`src/rtl/spmv_pkg.sv`:
```
// spmv_pkg: shared widths, loader FSM states and SRAM target encoding
// for the SpMV fill path.
package spmv_pkg;
   localparam int DATA_W  = 16;
   localparam int LINE_W  = 256;
   localparam int ADDR_W  = 5;
   localparam int LANES   = LINE_W / DATA_W;
   localparam int LANE_W  = $clog2(LANES);
   localparam int DATA_SH = $clog2(DATA_W);

   typedef enum logic [1:0] {
      IDLE  = 2'd0,
      FILL  = 2'd1,
      WRITE = 2'd2,
      DONE  = 2'd3
   } loader_state_t;

   typedef enum logic {
      TGT_A = 1'b0,
      TGT_B = 1'b1
   } target_t;
endpackage

```
`src/rtl/spmv_csr_loader_if.sv`:
```
// spmv_csr_loader_if: host word stream into the CSR loader, plus the
// loader FSM state for observation.
// Handshake: a word transfers on the rising edge where i_valid && o_ready;
// o_ready comes from registered state only and never depends on i_valid;
// i_data is only meaningful while i_valid is high.
interface spmv_csr_loader_if;
   import spmv_pkg::*;

   logic                 i_valid;
   logic [DATA_W-1:0]    i_data;
   logic                 o_ready;
   loader_state_t        dbg_state;

   modport master (output i_valid, output i_data, input o_ready, input dbg_state);
   modport slave  (input i_valid, input i_data, output o_ready, output dbg_state);
endinterface

```
`src/rtl/spmv_line_packer.sv`:
```
// spmv_line_packer: gathers 16-bit words into a 256-bit line, lane 0 first
// (little-endian lane order). o_line_next is the line including the word
// currently offered, so the caller can capture a complete line on the same
// edge that accepts the last lane.
module spmv_line_packer
   import spmv_pkg::*;
(
   input  logic              i_clk,
   input  logic              i_rst,
   input  logic              i_clear,
   input  logic              i_accept,
   input  logic [DATA_W-1:0] i_data,
   output logic [LINE_W-1:0] o_line_next,
   output logic              o_last_lane,
   output logic              o_line_full
);
   logic [LANE_W-1:0]          r_lane_cnt;
   logic [LINE_W-1:0]          r_pack;
   logic                       r_line_full;
   logic [LANE_W+DATA_SH-1:0]  w_lsb;

   assign w_lsb       = {r_lane_cnt, DATA_SH'(0)};
   assign o_last_lane = (r_lane_cnt == LANE_W'(LANES - 1));
   assign o_line_full = r_line_full;

   // Merge the offered word into its lane of the current pack register
   always_comb begin
      o_line_next = r_pack;
      o_line_next[w_lsb +: DATA_W] = i_data;
   end

   // Lane counter, pack register and line-full flag; lane counter wraps 15 -> 0
   always_ff @(posedge i_clk) begin
      if (i_rst || i_clear) begin
         r_lane_cnt  <= '0;
         r_pack      <= '0;
         r_line_full <= 1'b0;
      end else begin
         r_line_full <= i_accept && o_last_lane;
         if (i_accept) begin
            r_pack     <= o_line_next;
            r_lane_cnt <= r_lane_cnt + 1'b1;
         end
      end
   end
endmodule

```
`src/rtl/spmv_csr_loader.sv`:
```
// spmv_csr_loader: packs the host word stream into 256-bit lines and writes
// them to SRAM A or SRAM B at consecutive (wrapping) addresses, then pulses
// o_done. Optional feature macro: SPMV_LOADER_CHKSUM_EN builds an XOR
// checksum of accepted words on o_checksum; otherwise o_checksum is 0.
module spmv_csr_loader
   import spmv_pkg::*;
(
   input  logic              i_clk,
   input  logic              i_rst,
   input  logic              i_load_start,
   input  logic              i_target,
   input  logic [ADDR_W-1:0] i_base_addr,
   input  logic [ADDR_W:0]   i_num_lines,
   spmv_csr_loader_if.slave  stream,
   output logic              o_wr_en_A,
   output logic              o_wr_en_B,
   output logic [ADDR_W-1:0] o_address_A,
   output logic [ADDR_W-1:0] o_address_B,
   output logic [LINE_W-1:0] o_write_data,
   output logic              o_busy,
   output logic              o_done,
   output logic [DATA_W-1:0] o_checksum
);
   loader_state_t      r_state, w_next_state;
   target_t            r_target;
   logic [ADDR_W-1:0]  r_base;
   logic [ADDR_W:0]    r_num_lines;
   logic [ADDR_W:0]    r_line_cnt;
   logic [ADDR_W:0]    w_line_cnt_inc;
   logic [ADDR_W-1:0]  r_address;
   logic [LINE_W-1:0]  r_write_data;
   logic [LINE_W-1:0]  w_line_next;
   logic               w_start, w_accept, w_last_lane, w_line_full, w_ready;

   assign w_start        = (r_state == IDLE) && i_load_start;
   assign w_accept       = (r_state == FILL) && stream.i_valid;
   assign w_line_cnt_inc = r_line_cnt + 1'b1;

   spmv_line_packer u_packer (
      .i_clk       (i_clk),
      .i_rst       (i_rst),
      .i_clear     (w_start),
      .i_accept    (w_accept),
      .i_data      (stream.i_data),
      .o_line_next (w_line_next),
      .o_last_lane (w_last_lane),
      .o_line_full (w_line_full)
   );

   // State register
   always_ff @(posedge i_clk) begin
      if (i_rst) r_state <= IDLE;
      else       r_state <= w_next_state;
   end

   // Next-state logic
   always_comb begin
      w_next_state = r_state;
      case (r_state)
         IDLE:    if (i_load_start) w_next_state = (i_num_lines == '0) ? DONE : FILL;
         FILL:    if (w_accept && w_last_lane) w_next_state = WRITE;
         WRITE:   w_next_state = (w_line_cnt_inc == r_num_lines) ? DONE : FILL;
         DONE:    w_next_state = IDLE;
         default: w_next_state = IDLE;
      endcase
   end

   // Output decode from registered state
   always_comb begin
      w_ready   = (r_state == FILL);
      o_busy    = (r_state != IDLE);
      o_done    = (r_state == DONE);
      o_wr_en_A = (r_state == WRITE) && w_line_full && (r_target == TGT_A);
      o_wr_en_B = (r_state == WRITE) && w_line_full && (r_target == TGT_B);
   end

   assign stream.o_ready     = w_ready;
   assign stream.dbg_state   = r_state;
   assign o_address_A        = r_address;
   assign o_address_B        = r_address;
   assign o_write_data       = r_write_data;

   // Descriptor latch, line counter, and write address/data capture on the last lane
   always_ff @(posedge i_clk) begin
      if (i_rst) begin
         r_target     <= TGT_A;
         r_base       <= '0;
         r_num_lines  <= '0;
         r_line_cnt   <= '0;
         r_address    <= '0;
         r_write_data <= '0;
      end else begin
         if (w_start) begin
            r_target    <= target_t'(i_target);
            r_base      <= i_base_addr;
            r_num_lines <= i_num_lines;
            r_line_cnt  <= '0;
         end
         if (w_accept && w_last_lane) begin
            r_address    <= r_base + r_line_cnt[ADDR_W-1:0];
            r_write_data <= w_line_next;
         end
         if (r_state == WRITE) r_line_cnt <= w_line_cnt_inc;
      end
   end

`ifdef SPMV_LOADER_CHKSUM_EN
   logic [DATA_W-1:0] r_checksum;

   // Running XOR of accepted words, cleared when a load starts
   always_ff @(posedge i_clk) begin
      if (i_rst || w_start) r_checksum <= '0;
      else if (w_accept)    r_checksum <= r_checksum ^ stream.i_data;
   end

   assign o_checksum = r_checksum;
`else
   assign o_checksum = '0;
`endif
endmodule
```
`src/flat_wrapper.sv`:
```
// flat-port wrapper written by rule: the top's interface ports become plain ports
module spmv_csr_loader_flat import spmv_pkg::*;
  (i_clk, i_rst, i_load_start, i_target, i_base_addr, i_num_lines, o_wr_en_A, o_wr_en_B, o_address_A, o_address_B, o_write_data, o_busy, o_done, o_checksum, stream_i_valid, stream_i_data, stream_o_ready, stream_dbg_state);
  spmv_csr_loader_if stream_i ();
  input  logic i_clk;
  input  logic i_rst;
  input  logic i_load_start;
  input  logic i_target;
  input  logic [ADDR_W-1:0] i_base_addr;
  input  logic [ADDR_W:0] i_num_lines;
  output logic o_wr_en_A;
  output logic o_wr_en_B;
  output logic [ADDR_W-1:0] o_address_A;
  output logic [ADDR_W-1:0] o_address_B;
  output logic [LINE_W-1:0] o_write_data;
  output logic o_busy;
  output logic o_done;
  output logic [DATA_W-1:0] o_checksum;
  input wire logic [$bits(stream_i.i_valid)-1:0] stream_i_valid;
  input wire logic [$bits(stream_i.i_data)-1:0] stream_i_data;
  output wire logic [$bits(stream_i.o_ready)-1:0] stream_o_ready;
  output wire logic [$bits(stream_i.dbg_state)-1:0] stream_dbg_state;
  assign stream_i.i_valid = stream_i_valid;
  assign stream_i.i_data = stream_i_data;
  assign stream_o_ready = stream_i.o_ready;
  assign stream_dbg_state = stream_i.dbg_state;
  spmv_csr_loader u_core (.i_clk(i_clk), .i_rst(i_rst), .i_load_start(i_load_start), .i_target(i_target), .i_base_addr(i_base_addr), .i_num_lines(i_num_lines), .stream(stream_i), .o_wr_en_A(o_wr_en_A), .o_wr_en_B(o_wr_en_B), .o_address_A(o_address_A), .o_address_B(o_address_B), .o_write_data(o_write_data), .o_busy(o_busy), .o_done(o_done), .o_checksum(o_checksum));
endmodule
```
`config.mk`:
```
export PLATFORM = sky130hd
export DESIGN_NAME = spmv_csr_loader_flat
export DESIGN_NICKNAME = d
export VERILOG_FILES = /design/src/rtl/spmv_pkg.sv /design/src/rtl/spmv_csr_loader_if.sv /design/src/rtl/spmv_line_packer.sv /design/src/rtl/spmv_csr_loader.sv /design/src/flat_wrapper.sv
export SDC_FILE = /design/constraint.sdc
export NUM_CORES = 1
export LEC_CHECK = 0
export ABC_AREA = 1
export CORE_ASPECT_RATIO = 1.4
export CORE_UTILIZATION = 60
export DETAILED_ROUTE_END_ITERATION = 10
export PLACE_DENSITY = 0.86
export SYNTH_ARGS = -nofsm -noshare
export SYNTH_HDL_FRONTEND = slang
export SYNTH_SLANG_ARGS = --single-unit
```
`constraint.sdc`:
```
create_clock -name i_clk -period 3.05 [get_ports i_clk]
set_input_delay 0.915 -clock i_clk [delete_from_list [all_inputs] [get_ports i_clk]]
set_output_delay 0.915 -clock i_clk [all_outputs]
set_load 0.05 [all_outputs]
```
==> results of run 1 <==
per-stage QoR:
step                setup WS [ns]  utilization [%]
CTS                        0.0270             74.0
global route               0.0259             74.0
finish                      0.105             74.0
floorplan                   0.278                -
global placement            0.245             69.5
detailed placement          0.176             69.5
worst max-delay path, stage by stage, from the launching register on:
cell and delay (ns):
dfxtp_1 0.47, inv_1 0.06, nor2_1 0.13, nand2_1 0.09, nor2_1 0.13, dlygate4sd2_1 0.58
cell usage after synthesis, types with 2 or more instances:
master,count
nand4_1,3
inv_1,812
buf_6,19
xnor2_1,4
nor2_1,550
ha_1,7
nand2_1,480
buf_2,62
nand2_2,5
clkbuf_1,111
inv_2,9
nor4_1,2
nor2_2,3
o21ai_1,112
buf_4,35
nand3_1,164
dfxtp_1,542
a21oi_1,275
nor3_1,5
buf_1,28
o21ai_0,483
nor3_2,2
cells in the final DEF, fill, tap and decap left out, drive strengths merged:
cell type      count
nor4               2
clkinv            12
nand4              3
nor3b              1
nor2             554
o211ai             1
xor2               1
fa                 1
a21oi            275
buf               86
nand2            486
ha                 7
bufinv             7
clkdlybuf4s50    300
dlygate4sd2        2
o21ai            595
or2                1
nor3               8
a21o               1
clkbuf            74
a211oi             1
xnor2              4
and2               1
dlymetal6s2s       1
inv              822
dfxtp            542
conb              16
nand3            164
power by group:
| group | switching [mW] | leakage [nW] | total, mW | internal (mW) |
|---|---|---|---|---|
| combinational | 1.00 | 9.54 | 1.44 | 0.437 |
| sequential | 0.107 | 4.38 | 7.39 | 7.29 |
| clock | 2.75 | 0.910 | 6.82 | 4.07 |
flip-flops by register name (all words and copies together) (netlist names):
name                         cells
u_core.o_write_data            256
u_core.r_target                  1
u_core.r_num_lines               6
u_core.u_packer.o_line_full      1
u_core.r_base                    5
u_core.r_line_cnt                6
u_core.o_address_A               5
u_core.u_packer.r_lane_cnt       4
u_core.u_packer.r_pack         256
u_core.stream.dbg_state          2
cell families after synthesis:
family                   after synthesis
adder cells (fa/ha/maj)                8
buffers and inverters               1077
flip-flops                           542
other                                  1
AO/OA/AOI/OAI                        873
XOR/XNOR                               5
AND/OR/NAND/NOR                     1220
worst max-delay path by stage:
stage,end,cells after the start,slack (ns)
after floorplan,o_wr_en_A,4,0.28
after global placement,u_core.o_write_data[15],10,0.24
after detailed placement,u_core.o_write_data[78],10,0.18
after CTS,stream_o_ready,3,0.03
after global routing,o_wr_en_B,5,0.03
final,o_wr_en_B,5,0.10
cell type report:
cell class                 count  area, sq um  share of cell area [%]
clock inverter                20          290                   0.971
timing repair buffer         390         3970                    13.3
tap                          534          668                    2.23
clock buffer                  73         1530                    5.11
inverter                     821         3090                    10.3
sequential                   542        10900                    36.3
multi-input combinational   2122         9510                    31.8
routing by layer:
metal | share of wire, % | up-vias
li1 | - | 11700
met1 | 40 | 10400
met2 | 47 | 954
met3 | 7.5 | 217
met4 | 6.0 | 0
met5 | 0 | -
timing repair:
item                       in CTS  in global routing
resized for setup               2                  1
setup endpoints to repair       2                  1
cloned                          0                  0
pin swaps                       0                  0
==> flow_summary.yaml, run 1 <==
timing:
  setup_violations: 0
  holdWs_ns: 0.478
  rsz0062_at_grt: "no"
  tns_ns: 0
  finalHoldViolations: 0
  worstMarginPinSlew_ns: 0.871
  fin_crit_sh_pct: 96.6
  slew_viol_final: 0
  layout_min_cycle_time_ns: 2.95
  skew_ns: 0.0119
  fmax_mhz: 340
  maxSlewHeadroom_pct: 41.9
floorplanning:
  die_h_microns: 242
  start_util_pct: 61.1
  io_pins: 321
  fp.coreArea_sq_um: 40400
  die_width_microns: 173
  rows: 87
  die_area_sq_um: 41900
logic_synthesis:
  synth-seq-area-share_pct: 44.0
  yosysUniqueCellTypes: 35
  yosysWarnings: 0
  synth_top_area_share_pct: 44.0
  synth-xor-area-share_pct: 0.178
  ys_ff_latch: 542
  synth_area_per_cell_sq_um: 6.62
  post-synth-top-area-cell: "dfxtp_1"
  synth_top_family_by_area: "simple AND/OR/NAND/NOR gates"
  synth_compound_area_share_pct: 17.7
  syn_inst: 3726
  synth_edf_count: 0
  synthAdderAreaFrac_pct: 0.436
  synth.cell_area_sq_um: 24700
  synth.area.top_cells: "dfxtp_1 (44%), inv_1 (12%), o21ai_0 (9.8%)"
  synth_mux_area_share_pct: 0
  synthFlopType: "dfxtp_1"
  async_flop_share_pct: 0
  yosys.area_share.simple_pct: 19.8
drt:
  ant_nets: 0
  dr.first_iter.drc_count: 2142
  routed-via-count: 23300
  drc: 0
  wl_per_cell_microns: 14.9
  wl_microns: 67300
  drt-pass1-iter-count: 6
  drt-vias-per-instance: 5.17
layout:
  final_layout_size_suffix_gt1_share_pct: 5.04
  layout.nets: 3967
  final_design_area_no_fill_sq_um: 29900
  syn2layout_area_growth_pct: 21.3
  fin_cells: 4502
  fillers: 2988
  antennaDiodeCount: 0
job:
  max_cap_viol_count: 0
grt:
  grt_use_met2_pct: 52.2
  grt_max_degree: 199
  use_met1_pct: 38.0
  grt_overflow: 0
  grt_pass1_wl_microns: 107000
  first_global_vias: 20900
  grt_usage_pct: 31.2
  antenna_found_initial: 0
  grtUsageMet3_pct: 4.72
  busiest_layer: "met2"
place:
  place_area_sq_um: 28100
  dp_cells: 4409
  io_buffers: 304
  finalWeightedCongestion: 0.894
  dp_hpwl_microns: 42800
min_path:
  min_path_cells: 2
  worstHoldStart: "u_core.r_target"
  hold_end: "u_core.r_target"
  hold_path_class: "flip-flop to flip-flop"
cts:
  cts_tree: "yes"
  htree_levels: 2
  clock_latency_ns: 0.58
  postCtsHoldBufs: 0
  root_buffer: "clkbuf_16"
  cts_max_path_buffers: 3
  post_cts_buffers: 0
  cts_num_sinks: 542
  clk_pin_slew_ns: 0.06
  cts_buffers: 50
critical_path:
  cp-end-kind: "primary output"
  start_kind: "flip-flop"
  worst_r2r_endpoint: "u_core.u_packer.r_pack[208]"
  crit_type: "flip-flop to primary output"
  worst-path-max-fanout: 6
  reg2reg_depth: 10
  crit-reg2reg-launch: "u_core.u_packer.r_lane_cnt[1]"
  arrival_ns: 2.03
  r2r_setup_slack_ns: 0.33
  cp.required_ns: 2.13
  crit_path_start: "u_core.stream.dbg_state[1]"
outcome:
  status: "finished clean"
power_and_ir_drop:
  power_density_nw_per_um2: 524
  ir_worst_vdd_mv: 0.468
  p_leak_nw: 14.8
  power_mw: 15.7
(Power assumes the default switching activity.)
==> run 2, diff against run 1 <==
--- a/config.mk
+++ b/config.mk
@@ -9,7 +9,8 @@
 export CORE_ASPECT_RATIO = 1.4
 export CORE_UTILIZATION = 60
 export DETAILED_ROUTE_END_ITERATION = 10
-export PLACE_DENSITY = 0.86
+export PLACE_DENSITY = 0.95
+export RECOVER_POWER = 100
 export SYNTH_ARGS = -nofsm -noshare
 export SYNTH_HDL_FRONTEND = slang
 export SYNTH_SLANG_ARGS = --single-unit
==> run 2 against run 1 <==
Clock-buffer cell count decreased by 2. Critical path type unchanged. Cell count decreased by 0.18%. Global-route usage increased by 1.6 points. Largest power group unchanged. Clock skew up 0.0083 ns. First-iteration DRC count grew 21%. Power fell by 1.9%. Register-to-register slack worse by 0.21 ns. Die area did not move.
==> flow_summary.yaml, run 2 (same netlist as run 1, synthesis figures left out) <==
timing:
  setup_violations: 0
  holdWs_ns: 0.474
  tns_ns: 0
  fin_crit_sh_pct: 96.9
  slew_viol_final: 0
  rsz0062_at_grt: "no"
  worstMarginPinSlew_ns: 1.04
  maxSlewHeadroom_pct: 30.6
  layout_min_cycle_time_ns: 2.96
  fmax_mhz: 338
  skew_ns: 0.0202
  finalHoldViolations: 0
cts:
  post_cts_buffers: 0
  htree_levels: 2
  clk_pin_slew_ns: 0.07
  cts_tree: "yes"
  cts_num_sinks: 542
  clock_latency_ns: 0.59
  root_buffer: "clkbuf_16"
  postCtsHoldBufs: 0
  cts_max_path_buffers: 3
  cts_buffers: 50
drt:
  dr.first_iter.drc_count: 2589
  drt-pass1-iter-count: 9
  drc: 0
  drt-vias-per-instance: 5.37
  wl_microns: 71000
  wl_per_cell_microns: 15.8
  routed-via-count: 24100
  ant_nets: 0
grt:
  grt_pass1_wl_microns: 111000
  antenna_found_initial: 1
  grt_max_degree: 156
  grt_usage_pct: 32.8
  grt_overflow: 0
  first_global_vias: 22100
layout:
  layout.nets: 3960
  fin_util_pct: 73.0
  fillers: 2758
  final_design_area_no_fill_sq_um: 29500
  multi_input_area_sq_um: 9480
  seqCellArea_sq_um: 10900
  layout_common_cells: "inv_1 (815), nor2_1 (552), dfxtp_1 (542)"
  syn2layout_area_growth_pct: 19.6
  final_common_cell: "inv_1"
  final_layout_size_suffix_gt1_share_pct: 4.40
job:
  max_cap_viol_count: 0
critical_path:
  worst-path-max-fanout: 6
  crit_cells: 3
  cp-end-kind: "primary output"
  cp.required_ns: 2.13
  cp_slowest_cell: "clkdlybuf4s50_1"
  crit_family: "buffers and inverters"
  reg2reg_depth: 10
  crit_buf_inv: 2
  cp_slowest_stage_delay_ns: 0.81
  crit_type: "flip-flop to primary output"
  crit_chain: "nor2_1, inv_2, clkdlybuf4s50_1"
  arrival_ns: 2.04
  start_kind: "flip-flop"
power_and_ir_drop:
  p_leak_nw: 15.6
  power_density_nw_per_um2: 521
  power_mw: 15.4
  ir_worst_vdd_mv: 0.442
outcome:
  status: "finished clean"
floorplanning:
  fp.coreArea_sq_um: 40400
  rows: 87
  die_area_sq_um: 41900
  start_util_pct: 61.1
  io_pins: 321
  die_h_microns: 242
  die_width_microns: 173
min_path:
  hold_path_class: "flip-flop to flip-flop"
  min_path_cells: 2
place:
  place_area_sq_um: 28000
  dp_hpwl_microns: 44300
  io_buffers: 304
  finalWeightedCongestion: 0.886
==> run 2: cell types whose count changed in the layout (fill, tap and decap cells not counted), moves of 3 or more <==
cell and change:
clkdlybuf4s50_1 -269, dlygate4sd3_1 +269, o21ai_0 +48, o21ai_1 -48, buf_4 -17, buf_12 -13
clkbuf_2 +12, clkbuf_1 +10, clkbuf_8 -4, inv_1 +4, inv_2 -4, clkbuf_4 +3
==> run 2: through the flow <==
stage	worst slack [ns]	std cells
2_1_floorplan	0.278	3741
3_3_place_gp	0.249	4402
3_5_place_dp	0.169	4402
4_1_cts	0.0118	4493
5_1_grt	0.0110	4493
6_report	0.0937	4494
==> run 2: per-layer routing <==
| metal | routed length, microns | vias to the layer above | global-route usage (%) |
|---|---|---|---|
| li1 | - | 11700 | - |
| met1 | 26200 | 10800 | 38.8 |
| met2 | 33200 | 1354 | 54.1 |
| met3 | 6360 | 320 | 5.36 |
| met4 | 5230 | 0 | 22.8 |
| met5 | 0 | - | 0 |
==> run 2: area by class of cell <==
| cell class | count | area share [%] |
|---|---|---|
| antenna | 1 | 0.00849 |
| clock buffer | 71 | 4.95 |
| clock inverter | 20 | 0.853 |
| inverter | 821 | 10.5 |
| multi-input combinational | 2122 | 32.1 |
| sequential | 542 | 36.8 |
| tap | 534 | 2.27 |
| timing repair buffer | 383 | 12.5 |
==> run 2: power breakdown <==
| part | internal (mW) | leakage (nW) | switching, mW |
|---|---|---|---|
| Clock | 3.77 | 0.853 | 2.77 |
| Combinational | 0.401 | 10.4 | 1.02 |
| Sequential | 7.29 | 4.38 | 0.112 |
==> run 2: tightest hold or removal path: stages, from the launching register on <==
cell and delay (ns):
dfxtp_1 0.31, inv_1 0.06, a21oi_1 0.06
==> run 2: path summary, 6_finish.rpt <==
check | startpoint | endpoint | slack (ns)
worst min register to register | u_core.r_num_lines[2] | u_core.r_num_lines[2] | 0.47
worst max-delay path | u_core.stream.dbg_state[1] | o_busy | 0.09
worst max register to register | u_core.u_packer.r_lane_cnt[0] | u_core.o_write_data[105] | 0.12
worst min-delay path | u_core.r_num_lines[2] | u_core.r_num_lines[2] | 0.47
==> run 2: repair_timing <==
item	4_1_cts	5_1_grt
pin swaps	0	0
endpoints found under the setup margin	2	1
resized for setup	2	1
